==> src/rtl/sipo_deframe8_pkg.sv <==
// Shared types and sizing for the sipo_deframe8 serial receive stage.
package sipo_deframe8_pkg;

    typedef enum logic [1:0] {
        ST_IDLE = 2'd0,
        ST_DATA = 2'd1,
        ST_PAR  = 2'd2
    } state_e;

    localparam int N_DEFAULT = 8;
    localparam int CNT_W_DEFAULT = $clog2(N_DEFAULT + 1);

endpackage

==> src/rtl/sipo_deframe8_if.sv <==
// Bit-stream input and valid/ready word output bundle of sipo_deframe8.
interface sipo_deframe8_if
    import sipo_deframe8_pkg::*;
#(
    parameter int N = N_DEFAULT
);

    logic         en;
    logic         sync;
    logic         si;
    logic [N-1:0] dout;
    logic         dout_valid;
    logic         dout_ready;
    logic         ovr;
    logic         ovr_clr;
    logic         par_err;

    modport master (
        output en, sync, si, dout_ready, ovr_clr,
        input  dout, dout_valid, ovr, par_err
    );

    modport slave (
        input  en, sync, si, dout_ready, ovr_clr,
        output dout, dout_valid, ovr, par_err
    );

endinterface

==> src/rtl/sipo_deframe8_shift.sv <==
// N-bit MSB-first left shift register with first-bit load and running parity.
module sipo_shift #(
    parameter int N = 8
) (
    input  logic         clk,
    input  logic         rst,
    input  logic         en_i,
    input  logic         clr_i,
    input  logic         si_i,
    output logic [N-1:0] q_o,
    output logic         par_o
);

    logic [N-1:0] q_q;
    logic         par_q;

    // clr starts a fresh word: the incoming bit becomes the only bit held.
    always_ff @(posedge clk or negedge rst) begin
        if (!rst) begin
            q_q   <= '0;
            par_q <= 1'b0;
        end else if (en_i) begin
            if (clr_i) begin
                q_q   <= {{(N-1){1'b0}}, si_i};
                par_q <= si_i;
            end else begin
                q_q   <= {q_q[N-2:0], si_i};
                par_q <= par_q ^ si_i;
            end
        end
    end

    assign q_o   = q_q;
    assign par_o = par_q;

endmodule

==> src/rtl/sipo_deframe8.sv <==
// Serial-to-parallel deframer with valid/ready output and sticky overrun.
// Optional trailing even-parity bit when SIPO_DEFRAME_PARITY_EN is defined.
module sipo_deframe8
    import sipo_deframe8_pkg::*;
#(
    parameter int N = N_DEFAULT
) (
    input  logic           clk,
    input  logic           rst,
    sipo_deframe8_if.slave bus
);

    localparam int CNT_W = $clog2(N + 1);
    localparam logic [CNT_W-1:0] LAST = CNT_W'(N - 1);

    state_e           state_q;
    logic [CNT_W-1:0] cnt_q;
    logic [N-1:0]     dout_q;
    logic             valid_q;
    logic             ovr_q;
    logic             perr_q;

    logic [N-1:0]     sh_q;
    logic             sh_par;
    logic             shift_en;
    logic             word_done;
    logic             handshake;
    logic [N-1:0]     word_d;
    logic             par_err_d;

    assign handshake = valid_q & bus.dout_ready;
    // The parity bit itself is never shifted in; it is only XORed at completion.
    assign shift_en  = bus.en & (bus.sync | (state_q == ST_DATA));

`ifdef SIPO_DEFRAME_PARITY_EN
    assign word_done = bus.en & ~bus.sync & (state_q == ST_PAR);
    assign word_d    = sh_q;
    assign par_err_d = sh_par ^ bus.si;
`else
    assign word_done = bus.en & ~bus.sync & (state_q == ST_DATA) & (cnt_q == LAST);
    assign word_d    = {sh_q[N-2:0], bus.si};
    assign par_err_d = 1'b0;
    wire   par_unused = sh_par;
`endif

    sipo_shift #(.N(N)) u_shift (
        .clk   (clk),
        .rst   (rst),
        .en_i  (shift_en),
        .clr_i (bus.sync),
        .si_i  (bus.si),
        .q_o   (sh_q),
        .par_o (sh_par)
    );

    always_ff @(posedge clk or negedge rst) begin
        if (!rst) begin
            state_q <= ST_IDLE;
            cnt_q   <= '0;
            dout_q  <= '0;
            valid_q <= 1'b0;
            ovr_q   <= 1'b0;
            perr_q  <= 1'b0;
        end else begin
            if (bus.en) begin
                if (bus.sync) begin
                    state_q <= ST_DATA;
                    cnt_q   <= CNT_W'(1);
                end else begin
                    case (state_q)
                        ST_DATA: begin
                            if (cnt_q == LAST) begin
                                cnt_q <= '0;
`ifdef SIPO_DEFRAME_PARITY_EN
                                state_q <= ST_PAR;
`else
                                state_q <= ST_IDLE;
`endif
                            end else begin
                                cnt_q <= cnt_q + CNT_W'(1);
                            end
                        end
                        ST_PAR: begin
                            state_q <= ST_IDLE;
                            cnt_q   <= '0;
                        end
                        default: ;
                    endcase
                end
            end

            // A word may land in the same cycle the previous one is consumed.
            if (word_done && (!valid_q || handshake)) begin
                dout_q  <= word_d;
                valid_q <= 1'b1;
                perr_q  <= par_err_d;
            end else if (handshake) begin
                valid_q <= 1'b0;
            end

            if (word_done && valid_q && !handshake) begin
                ovr_q <= 1'b1;
            end else if (bus.ovr_clr) begin
                ovr_q <= 1'b0;
            end
        end
    end

    assign bus.dout       = dout_q;
    assign bus.dout_valid = valid_q;
    assign bus.ovr        = ovr_q;
    assign bus.par_err    = perr_q;

endmodule

==> src/flat_wrapper.sv <==
// flat-port wrapper written by rule: the top's interface ports become plain ports
module sipo_deframe8_flat import sipo_deframe8_pkg::*;
#(
    parameter int N = N_DEFAULT
)
  (clk, rst, bus_en, bus_sync, bus_si, bus_dout_ready, bus_ovr_clr, bus_dout, bus_dout_valid, bus_ovr, bus_par_err);
  sipo_deframe8_if #(.N(N)) bus_i ();
  input  logic clk;
  input  logic rst;
  input wire logic [$bits(bus_i.en)-1:0] bus_en;
  input wire logic [$bits(bus_i.sync)-1:0] bus_sync;
  input wire logic [$bits(bus_i.si)-1:0] bus_si;
  input wire logic [$bits(bus_i.dout_ready)-1:0] bus_dout_ready;
  input wire logic [$bits(bus_i.ovr_clr)-1:0] bus_ovr_clr;
  output wire logic [$bits(bus_i.dout)-1:0] bus_dout;
  output wire logic [$bits(bus_i.dout_valid)-1:0] bus_dout_valid;
  output wire logic [$bits(bus_i.ovr)-1:0] bus_ovr;
  output wire logic [$bits(bus_i.par_err)-1:0] bus_par_err;
  assign bus_i.en = bus_en;
  assign bus_i.sync = bus_sync;
  assign bus_i.si = bus_si;
  assign bus_i.dout_ready = bus_dout_ready;
  assign bus_i.ovr_clr = bus_ovr_clr;
  assign bus_dout = bus_i.dout;
  assign bus_dout_valid = bus_i.dout_valid;
  assign bus_ovr = bus_i.ovr;
  assign bus_par_err = bus_i.par_err;
  sipo_deframe8 #(.N(N)) u_core (.clk(clk), .rst(rst), .bus(bus_i));
endmodule
==> config.mk <==
export PLATFORM = sky130hd
export DESIGN_NAME = sipo_deframe8_flat
export DESIGN_NICKNAME = d
export VERILOG_FILES = /design/src/rtl/sipo_deframe8_pkg.sv /design/src/rtl/sipo_deframe8_if.sv /design/src/rtl/sipo_deframe8_shift.sv /design/src/rtl/sipo_deframe8.sv /design/src/flat_wrapper.sv
export SDC_FILE = /design/constraint.sdc
export NUM_CORES = 1
export LEC_CHECK = 0
export BUFFER_PORTS_ARGS = -buffer_cell sky130_fd_sc_hd__buf_2
export CORE_MARGIN = 3
export CORE_UTILIZATION = 45
export CTS_BUF_LIST = sky130_fd_sc_hd__clkbuf_4
export DETAILED_ROUTE_END_ITERATION = 8
export PLACE_DENSITY_LB_ADDON = 0.08
export SYNTH_ARGS = -nofsm -noshare
export SYNTH_HDL_FRONTEND = slang
export SYNTH_HIERARCHICAL = 1
export SYNTH_SLANG_ARGS = --single-unit
==> constraint.sdc <==
create_clock -name clk -period 1.6 [get_ports clk]
set_input_delay 0.16 -clock clk [delete_from_list [all_inputs] [get_ports clk]]
set_output_delay 0.16 -clock clk [all_outputs]
set_load 0.02 [all_outputs]
==> out/metrics.yaml, run 1 <==
p_comb_frac: 0.286
violations: "setup timing"
routed-via-count: 733
worstPathArrival_ps: 1870
crit_start: "u_core/cnt_q[1]$_DFFE_PN0P_"
clk_latency_ps: 320
min_period_ps: 1654
grt_max_degree: 23
core_um2: 2022
dr.pass1.iters: 4
p_sw_w: 0.0004585
syn-num-nets: 93
p_leak_nw: 0.6268
critPathCapture: "u_core/bus.dout[5]$_DFFE_PN0P_"
fin_ws_ps: -54.44
dieWidth_um: 53.05
p_per_area_nw_per_um2: 1252
die_h_um: 53.05
nets: 123
wl_met1_mm: 1.005
min_period_over_period: 1.034
start_util: 0.4926
clockRootBuffer: "clkbuf_4"
final_hold_viol_count: 0
die_area_um2: 2814
pin_count: 18
drv_cap: 0
wl_met2_um: 935
num_antenna_cells: 0
peakVddDrop_mv: 0.7359
area_growth_pct: 27.51
maxSlewViolCount: 0
cts_max_level: 1
fin_setup_tns_ps: -356.7
clkSinkCount: 22
fmax_mhz: 604.4
hold_class: "in2reg"
wirelength_mm: 2.075
rsz0062_at_grt: "true"
yosys_warnings: 6
worst-r2r-cell-count: 5
grt_pass1_wl_mm: 3.277
synth_cells: 85
grt_pass1_vias: 709
place_ws_ps: -19.32
overflow: 0
wire_per_inst_um: 14.72
num_rows: 16
hold_slack_ps: 30.11
syn-cell-area_um2: 996.0
layout-drive-gt1-share: 0.4035
drtAntennaViolNets: 0
syn-mean-instance-area_um2: 11.72
cts_tree: "yes"
setup_viol: 8
antenna_found_initial: 0
end_kind: "flip-flop"
gp_congestion: 0.7081
clkTransAtPathRegs_ps: 130
final_area_um2: 1270
track_usage: 0.1643
outcome: "finished, violations left"
pwr-share-clk: 0.274
required_ps: 1810
io_buffers: 16
p_seq_frac: 0.440
dpl.hpwl_mm: 1.344
max-clock-path-buffers: 2
skew_ps: 6.779
path_max_fanout: 4
post_drt_via_cell_ratio: 5.199
top_layer: "met4"
r2r_setup_slack_ps: -50
wl_met3_um: 104
swShare: 0.2883
place_area_um2: 1137
hold_depth: 2
reg2reg_to: "u_core/bus.dout[5]$_DFFE_PN0P_"
r2r_start: "u_core/cnt_q[1]$_DFFE_PN0P_"
drc: 0
drt-initial-drc-count: 15
startpoint_type: "flip-flop"
internal_power_w: 0.001132
numCtsBuffers: 3
path_class: "reg2reg"
## placed cells by master, fill, tap and decap left out
cell type,instances
dfrtp_1,22
buf_2,16
buf_4,13
inv_1,10
mux2_4,8
nand3b_1,7
o21ai_0,6
clkbuf_4,3
nand2_1,3
o22ai_1,3
o21a_1,2
nand2b_1,2
bufinv_16,1
dlygate4sd3_1,1
nand2_2,1
nor4b_4,1
and4b_1,1
a21oi_1,1
nand3_1,1
and4_2,1
nor2_1,1
nand4_1,1
o311ai_0,1
or3_1,1
and3b_1,1
nor3_1,1
a221o_1,1
a22o_1,1
ha_2,1
conb_1,1
mux2_2,1
## timing repair
action,in CTS,in global routing
hold buffers,1,0
gates cloned,0,0
setup endpoints to repair,8,8
gates resized for setup,0,9
hold endpoints to repair,22,0
pin swaps,1,2
setup buffers,2,3
## state kept, by name (all words and copies together) (netlist names)
name and cells:
u_core/bus.dout 8, u_core/bus.dout_valid 1, u_core/bus.ovr 1, u_core/cnt_q 4, u_core/state_q 1, u_core/u_shift/q_o 7
## stage by stage
| step | total power [W] | cells | utilization |
|---|---|---|---|
| 4_1_cts | 0.001531 | 138 | 0.6009 |
| 3_5_place_dp | 0.001081 | 131 | 0.5625 |
| 6_report | 0.001590 | 141 | 0.6281 |
| 5_1_grt | 0.001679 | 141 | 0.6281 |
| 3_3_place_gp | 0.001067 | 131 | 0.5625 |
| 2_1_floorplan | 0.0009275 | 85 | - |
## per-layer routing
metal	up-vias	global-route usage
met5	-	0
met4	0	0.07234
met3	6	0.03099
met2	26	0.2603
met1	350	0.2168
li1	351	-
## power groups by stage
stage	logic, W	clock network, W	registers, W
final	0.000455	0.000435	0.000700
after floorplan	0.000177	0	0.000751
after global routing	0.000501	0.000464	0.000713
after detailed placement	0.000373	0	0.000708
after global placement	0.000360	0	0.000707
after CTS	0.000402	0.000436	0.000693
## critical path, stage by stage, from the launching register on
cell	delay, ps
dfrtp_1	400
ha_2	200
nand3b_1	150
nor4b_4	300
buf_4	200
mux2_4	300
## how the worst min path moves through the flow
stage                 from                              to  slack [ps]
6_report       bus_ovr_clr      u_core/bus.ovr$_DFFE_PN0P_          30
5_1_grt        bus_ovr_clr      u_core/bus.ovr$_DFFE_PN0P_          20
4_1_cts        bus_ovr_clr      u_core/bus.ovr$_DFFE_PN0P_          30
3_5_place_dp           rst   u_core/state_q[0]$_DFFE_PN0P_         150
3_3_place_gp           rst   u_core/state_q[0]$_DFFE_PN0P_         150
2_1_floorplan          rst  u_core/bus.dout[0]$_DFFE_PN0P_        -140
## cell type report
class,count,area (µm²)
fillers,180,752.0
flip-flops and latches,22,550.5
multi-input cells,48,407.9
repair buffers,30,187.7
inverters,10,37.54
well taps,27,33.78
clock inverters,1,30.03
clock buffers,3,22.52
Power figures use the tool's default switching activity.
==> inputs of run 2 (changes only) <==
ABC_AREA = 1   (was not set)
CORE_ASPECT_RATIO = 0.6   (was not set)
clock period = 2 ns   (was 1.6 ns; I/O delays follow)
==> run 2 against run 1 <==
Against the previous run:
- the flow now finishes without violations
- fmax grew 11%
- worst hold slack gained 50 ps
- sequential share of layout area grew 7.3 points
- worst setup slack gained 560 ps
- clock power shrank 54%
- critical path depth grew 1
- wire length shrank 7.7%
- sequential power shrank 22%
- count of clock-buffer cells in the layout is the same
==> out/metrics.yaml, run 2 <==
outcome: "finished, final reports clean"  # was finished, violations left
post_drt_via_cell_ratio: 5.046  # was 5.199
start_util: 0.5032  # was 0.4926
post_cts_buffers: 0  # was 2
io_buffers: 16  # unchanged
peakVddDrop_mv: 0.2808  # was 0.7359 mV
slowest_delay_ps: 430  # was 400 ps
area_growth_pct: 10.70  # was 27.51%
required_ps: 2190  # was 1810 ps
hold_depth: 2  # unchanged
max-clock-path-buffers: 2  # unchanged
hold_slack_ps: 80.23  # was 30.11 ps
rsz0062_at_grt: "false"  # was true
path_class: "reg2reg"  # unchanged
p_leak_nw: 0.5935  # was 0.6268 nW
setup_viol: 0  # was 8
p_per_area_nw_per_um2: 864.0  # was 1252 nW/µm²
wl_met3_um: 165  # was 104 µm
fmax_mhz: 669.8  # was 604.4 MHz
placed_cells: 147  # was 131
min_period_over_period: 0.7465  # was 1.034
drt-initial-drc-count: 24  # was 15
wl_met1_um: 967  # was 1.005 mm
layout-drive-gt1-share: 0.2033  # was 0.4035
nets: 133  # was 123
num_antenna_cells: 0  # unchanged
path_max_fanout: 13  # was 4
pwr-share-clk: 0.211  # was 0.274
pin_count: 18  # unchanged
r2r_setup_slack_ps: 510  # was -50 ps
clk_latency_ps: 310  # was 320 ps
crit_buf_inv: 0  # was 1
p_sw_w: 0.0003046  # was 0.0004585 W
drtAntennaViolNets: 0  # unchanged
gp_congestion: 0.7724  # was 0.7081
cpMostUsedCell: "nand2_1"
wirelength_mm: 1.916  # was 2.075 mm
yosys_warnings: 6  # unchanged
wl_met2_um: 772  # was 935 µm
antenna_found_initial: 0  # unchanged
worst-r2r-cell-count: 6  # was 5
syn-mean-instance-area_um2: 9.094  # was 11.72 µm²
swShare: 0.3242  # was 0.2883
hold_class: "in2reg"  # unchanged
p_comb_frac: 0.208  # was 0.286
grt_pass1_wl_mm: 3.118  # was 3.277 mm
top_layer: "met4"  # unchanged
r2r_start: "u_core/cnt_q[0]$_DFFE_PN0P_"  # was u_core/cnt_q[1]$_DFFE_PN0P_
cts_max_level: 1  # unchanged
startpoint_type: "flip-flop"  # unchanged
grt_max_degree: 23  # unchanged
final_common_cell: "nand2_1"  # was dfrtp_1
dr.pass1.iters: 5  # was 4
cp_slowest_cell: "dfrtp_1"  # unchanged
fin_cells: 151  # was 141
die_h_um: 42.19  # was 53.05 µm
drv_cap: 0  # unchanged
clkTransAtPathRegs_ps: 120  # was 130 ps
synth_cells: 108  # was 85
min_period_ps: 1493  # was 1654 ps
crit_family: "simple AND/OR/NAND/NOR gates"  # unchanged
grt_pass1_vias: 611  # was 709
syn-cell-area_um2: 982.2  # was 996.0 µm²
track_usage: 0.1534  # was 0.1643
worstPathArrival_ps: 1690  # was 1870 ps
largest_reg_flops: 8  # unchanged
final_area_um2: 1087  # was 1270 µm²
dpl.hpwl_mm: 1.434  # was 1.344 mm
overflow: 0  # unchanged
reg2reg_to: "u_core/bus.dout[2]$_DFFE_PN0P_"  # was u_core/bus.dout[5]$_DFFE_PN0P_
final_hold_viol_count: 0  # unchanged
skew_ps: 8.569  # was 6.779 ps
cts_tree: "yes"  # unchanged
syn-num-nets: 116  # was 93
p_seq_frac: 0.581  # was 0.440
holdPathEnd: "u_core/bus.ovr$_DFFE_PN0P_"  # unchanged
wire_per_inst_um: 12.69  # was 14.72 µm
drc: 0  # unchanged
clockRootBuffer: "clkbuf_4"  # unchanged
place_area_um2: 1055  # was 1137 µm²
worstHoldStart: "bus_ovr_clr"  # unchanged
critical_path.cell_chain: "ha_1 > nand2_1 > nor2_4 > nand3_2 > nand2_1 > nand2_1"  # was ha_2 > nand3b_1 > nor4b_4 > buf_4 > mux2_4
clkSinkCount: 22  # unchanged
internal_power_w: 0.0006348  # was 0.001132 W
dieWidth_um: 66.32  # was 53.05 µm
maxSlewViolCount: 0  # unchanged
layout_common_cells: "nand2_1, dfrtp_1, buf_2, inv_1, nand4_1"  # was dfrtp_1, buf_2, buf_4, inv_1, mux2_4
num_rows: 12  # was 16
core_um2: 1952  # was 2022 µm²
numCtsBuffers: 3  # unchanged
routed-via-count: 762  # was 733
fin_setup_tns_ps: 0  # was -356.7 ps
die_area_um2: 2798  # was 2814 µm²
end_kind: "flip-flop"  # unchanged
## run 2: per-stage QoR
| step | total power, W | setup WS, ps | util |
|---|---|---|---|
| floorplan | 0.0006826 | 858.1 | - |
| global placement | 0.0007410 | 609.3 | 0.5404 |
| detailed placement | 0.0007491 | 538.9 | 0.5404 |
| CTS | 0.0009519 | 514.4 | 0.5571 |
| global route | 0.001003 | 368.4 | 0.5571 |
| finish | 0.0009394 | 507.0 | 0.5571 |
## run 2: area by class of cell
class	count	area (µm²)
flip-flops and latches	22	550.5
clock buffers	3	22.52
multi-input cells	67	336.6
inverters	14	52.55
well taps	28	35.03
repair buffers	17	90.09
fillers	188	864.6
## run 2: power groups by stage
| stage | combinational, W | sequential [W] | clock, W |
|---|---|---|---|
| 2_1_floorplan | 0.000105 | 0.000578 | 0 |
| 3_3_place_gp | 0.000192 | 0.000550 | 0 |
| 3_5_place_dp | 0.000196 | 0.000553 | 0 |
| 4_1_cts | 0.000198 | 0.000545 | 0.000210 |
| 5_1_grt | 0.000219 | 0.000553 | 0.000231 |
| 6_report | 0.000195 | 0.000546 | 0.000198 |
## run 2: per-layer routing
layer | GRT usage | vias up
met5 | 0 | -
met4 | 0.03644 | 0
met3 | 0.06434 | 2
met2 | 0.1992 | 33
met1 | 0.2325 | 345
li1 | - | 382
## run 2: how the worst max path moves through the flow
stage	start	end	slack, ps	depth (start not counted)
2_1_floorplan	u_core/cnt_q[0]$_DFFE_PN0P_	u_core/state_q[0]$_DFFE_PN0P_	860	7
3_3_place_gp	u_core/cnt_q[0]$_DFFE_PN0P_	u_core/bus.dout[5]$_DFFE_PN0P_	610	6
3_5_place_dp	u_core/cnt_q[0]$_DFFE_PN0P_	u_core/bus.dout[2]$_DFFE_PN0P_	540	6
4_1_cts	u_core/cnt_q[0]$_DFFE_PN0P_	u_core/bus.dout[2]$_DFFE_PN0P_	510	6
5_1_grt	u_core/cnt_q[0]$_DFFE_PN0P_	u_core/bus.dout[2]$_DFFE_PN0P_	370	6
6_report	u_core/cnt_q[0]$_DFFE_PN0P_	u_core/bus.dout[2]$_DFFE_PN0P_	510	6
## run 2: what timing repair did
item | in CTS | in global routing
endpoints found under the setup margin | 0 | 0
hold buffers | 1 | 0
endpoints found under the hold margin | 22 | 0
resized for setup | 0 | 0
==> inputs of run 3 (changes only) <==
clock period = 1.5 ns   (was 2 ns; I/O delays follow)
==> run 3 against run 2 <==
Against the previous run:
- clock power increased by 23%
- die area unchanged
- via count decreased by 2.8%
- combinational power increased by 38%
- power increased by 31%
- sequential power increased by 32%
- sequential share of layout area decreased by 1.4 points
- global-route usage decreased by 1.2 points
- largest cell class unchanged
==> out/metrics.yaml, run 3 (synthesized netlist as in run 2, its figures left out) <==
fin_ws_ps: 181.5  # was 507.0 ps
cts_resized: 0  # unchanged
grt_max_degree: 23  # unchanged
final_common_cell: "nand2_1"  # unchanged
cts_max_level: 1  # unchanged
maxSlewViolCount: 0  # unchanged
clkSinkCount: 22  # unchanged
p_per_area_nw_per_um2: 1104  # was 864.0 nW/µm²
wirelength_mm: 1.780  # was 1.916 mm
overflow: 0  # unchanged
clk_latency_ps: 290  # was 310 ps
final_hold_viol_count: 0  # unchanged
num-fill-cells: 178  # was 188
hold_class: "in2reg"  # unchanged
antenna_found_initial: 0  # unchanged
area_growth_pct: 13.76  # was 10.70%
core_um2: 1952  # unchanged
grt_pass1_vias: 681  # was 611
p_leak_nw: 0.6129  # was 0.5935 nW
path_max_fanout: 8  # was 13
clkTransAtPathRegs_ps: 100  # was 120 ps
startpoint_type: "flip-flop"  # unchanged
skew_ps: 2.804  # was 8.569 ps
layout-drive-gt1-share: 0.2283  # was 0.2033
grt_pass1_wl_mm: 3.001  # was 3.118 mm
post_drt_via_cell_ratio: 4.781  # was 5.046
drtAntennaViolNets: 0  # unchanged
setup_viol: 0  # unchanged
fin_cells: 155  # was 151
drt-initial-drc-count: 22  # was 24
nets: 137  # was 133
dieWidth_um: 66.32  # unchanged
drv_cap: 0  # unchanged
pin_count: 18  # unchanged
num_rows: 12  # unchanged
dr.pass1.iters: 4  # was 5
placed_cells: 151  # was 147
cts_tree: "yes"  # unchanged
gp_congestion: 0.7486  # was 0.7724
track_usage: 0.1414  # was 0.1534
min_period_over_period: 0.8790  # was 0.7465
place_ws_ps: 200.9  # was 538.9 ps
io_buffers: 16  # unchanged
numCtsBuffers: 3  # unchanged
start_util: 0.5032  # unchanged
wire_per_inst_um: 11.48  # was 12.69 µm
end_kind: "flip-flop"  # unchanged
multiInputGateArea_um2: 336.6  # unchanged
regArea_um2: 550.5  # unchanged
max-clock-path-buffers: 2  # unchanged
outcome: "finished, final reports clean"  # unchanged
min_period_ps: 1319  # was 1493 ps
fmax_mhz: 758.4  # was 669.8 MHz
dpl.hpwl_mm: 1.395  # was 1.434 mm
largest_reg_flops: 8  # unchanged
required_ps: 1690  # was 2190 ps
die_area_um2: 2798  # unchanged
routed-via-count: 741  # was 762
drc: 0  # unchanged
fin_setup_tns_ps: 0  # unchanged
die_h_um: 42.19  # unchanged
rsz0062_at_grt: "false"  # unchanged
worstPathArrival_ps: 1510  # was 1690 ps
path_class: "reg2reg"  # unchanged
num_antenna_cells: 0  # unchanged
peakVddDrop_mv: 0.4238  # was 0.2808 mV
layout_common_cells: "nand2_1, dfrtp_1, buf_2, inv_1, nand4_1"  # unchanged
clockRootBuffer: "clkbuf_4"  # unchanged
==> run 3: cell types whose count changed in the layout (fill, tap and decap cells not counted) <==
| cell | before | now |
|---|---|---|
| buf_4 | 0 | 4 |
==> run 3: cell type report <==
type | instances | share of cell area
flip-flops and latches | 22 | 0.4927
multi-input cells | 67 | 0.3012
repair buffers | 21 | 0.1075
inverters | 14 | 0.04703
well taps | 28 | 0.03136
clock buffers | 3 | 0.02016
==> run 3: path summary, 6_finish.rpt <==
| check | startpoint | end | slack (ps) | depth (start not counted) |
|---|---|---|---|---|
| setup / recovery | u_core/cnt_q[0]$_DFFE_PN0P_ | u_core/bus.dout[5]$_DFFE_PN0P_ | 180 | 6 |
| setup reg to reg | u_core/cnt_q[0]$_DFFE_PN0P_ | u_core/bus.dout[5]$_DFFE_PN0P_ | 180 | 6 |
| min in group asynchronous | rst | u_core/bus.dout[7]$_DFFE_PN0P_ | 340 | 2 |
| hold / removal | bus_ovr_clr | u_core/bus.ovr$_DFFE_PN0P_ | 50 | 2 |
| hold reg to reg | u_core/bus.dout[6]$_DFFE_PN0P_ | u_core/bus.dout[6]$_DFFE_PN0P_ | 470 | 2 |
| max in group asynchronous | rst | u_core/bus.dout[5]$_DFFE_PN0P_ | 840 | 2 |
==> run 3: power by group <==
part	internal (W)	switching, W
clock network	0.0000935	0.000150
logic	0.0000943	0.000176
registers	0.000667	0.0000524
total	0.000855	0.000379
==> run 3: critical path: stages, from the launching register on <==
cell and delay [ps]:
dfrtp_1 420, ha_1 190, nand2_1 100, nor2_4 170, nand3_2 170, nand2_1 110, nand2_1 50
==> run 3: repair_timing <==
| item | CTS | global route |
|---|---|---|
| setup buffers | 0 | 0 |
| hold buffers | 1 | 0 |
| hold endpoints to repair | 22 | 0 |
==> run 3: through the flow <==
step	utilization	instance area (µm²)	hold WS, ps	total power, W
2_1_floorplan	-	982.2	-145.6	0.0009101
3_3_place_gp	0.5558	1085	131.5	0.0009962
3_5_place_dp	0.5558	1085	129.9	0.0009998
4_1_cts	0.5724	1117	38.16	0.001249
5_1_grt	0.5724	1117	24.93	0.001324
6_report	0.5724	1117	48.46	0.001234
==> run 3: per-layer routing <==
layer | vias to the layer above | routed length [µm] | global-route usage
met5 | - | 0 | 0
met4 | 0 | 8 | 0.02834
met3 | 2 | 114 | 0.04826
met2 | 27 | 718 | 0.1913
met1 | 331 | 938 | 0.2167
li1 | 381 | - | -
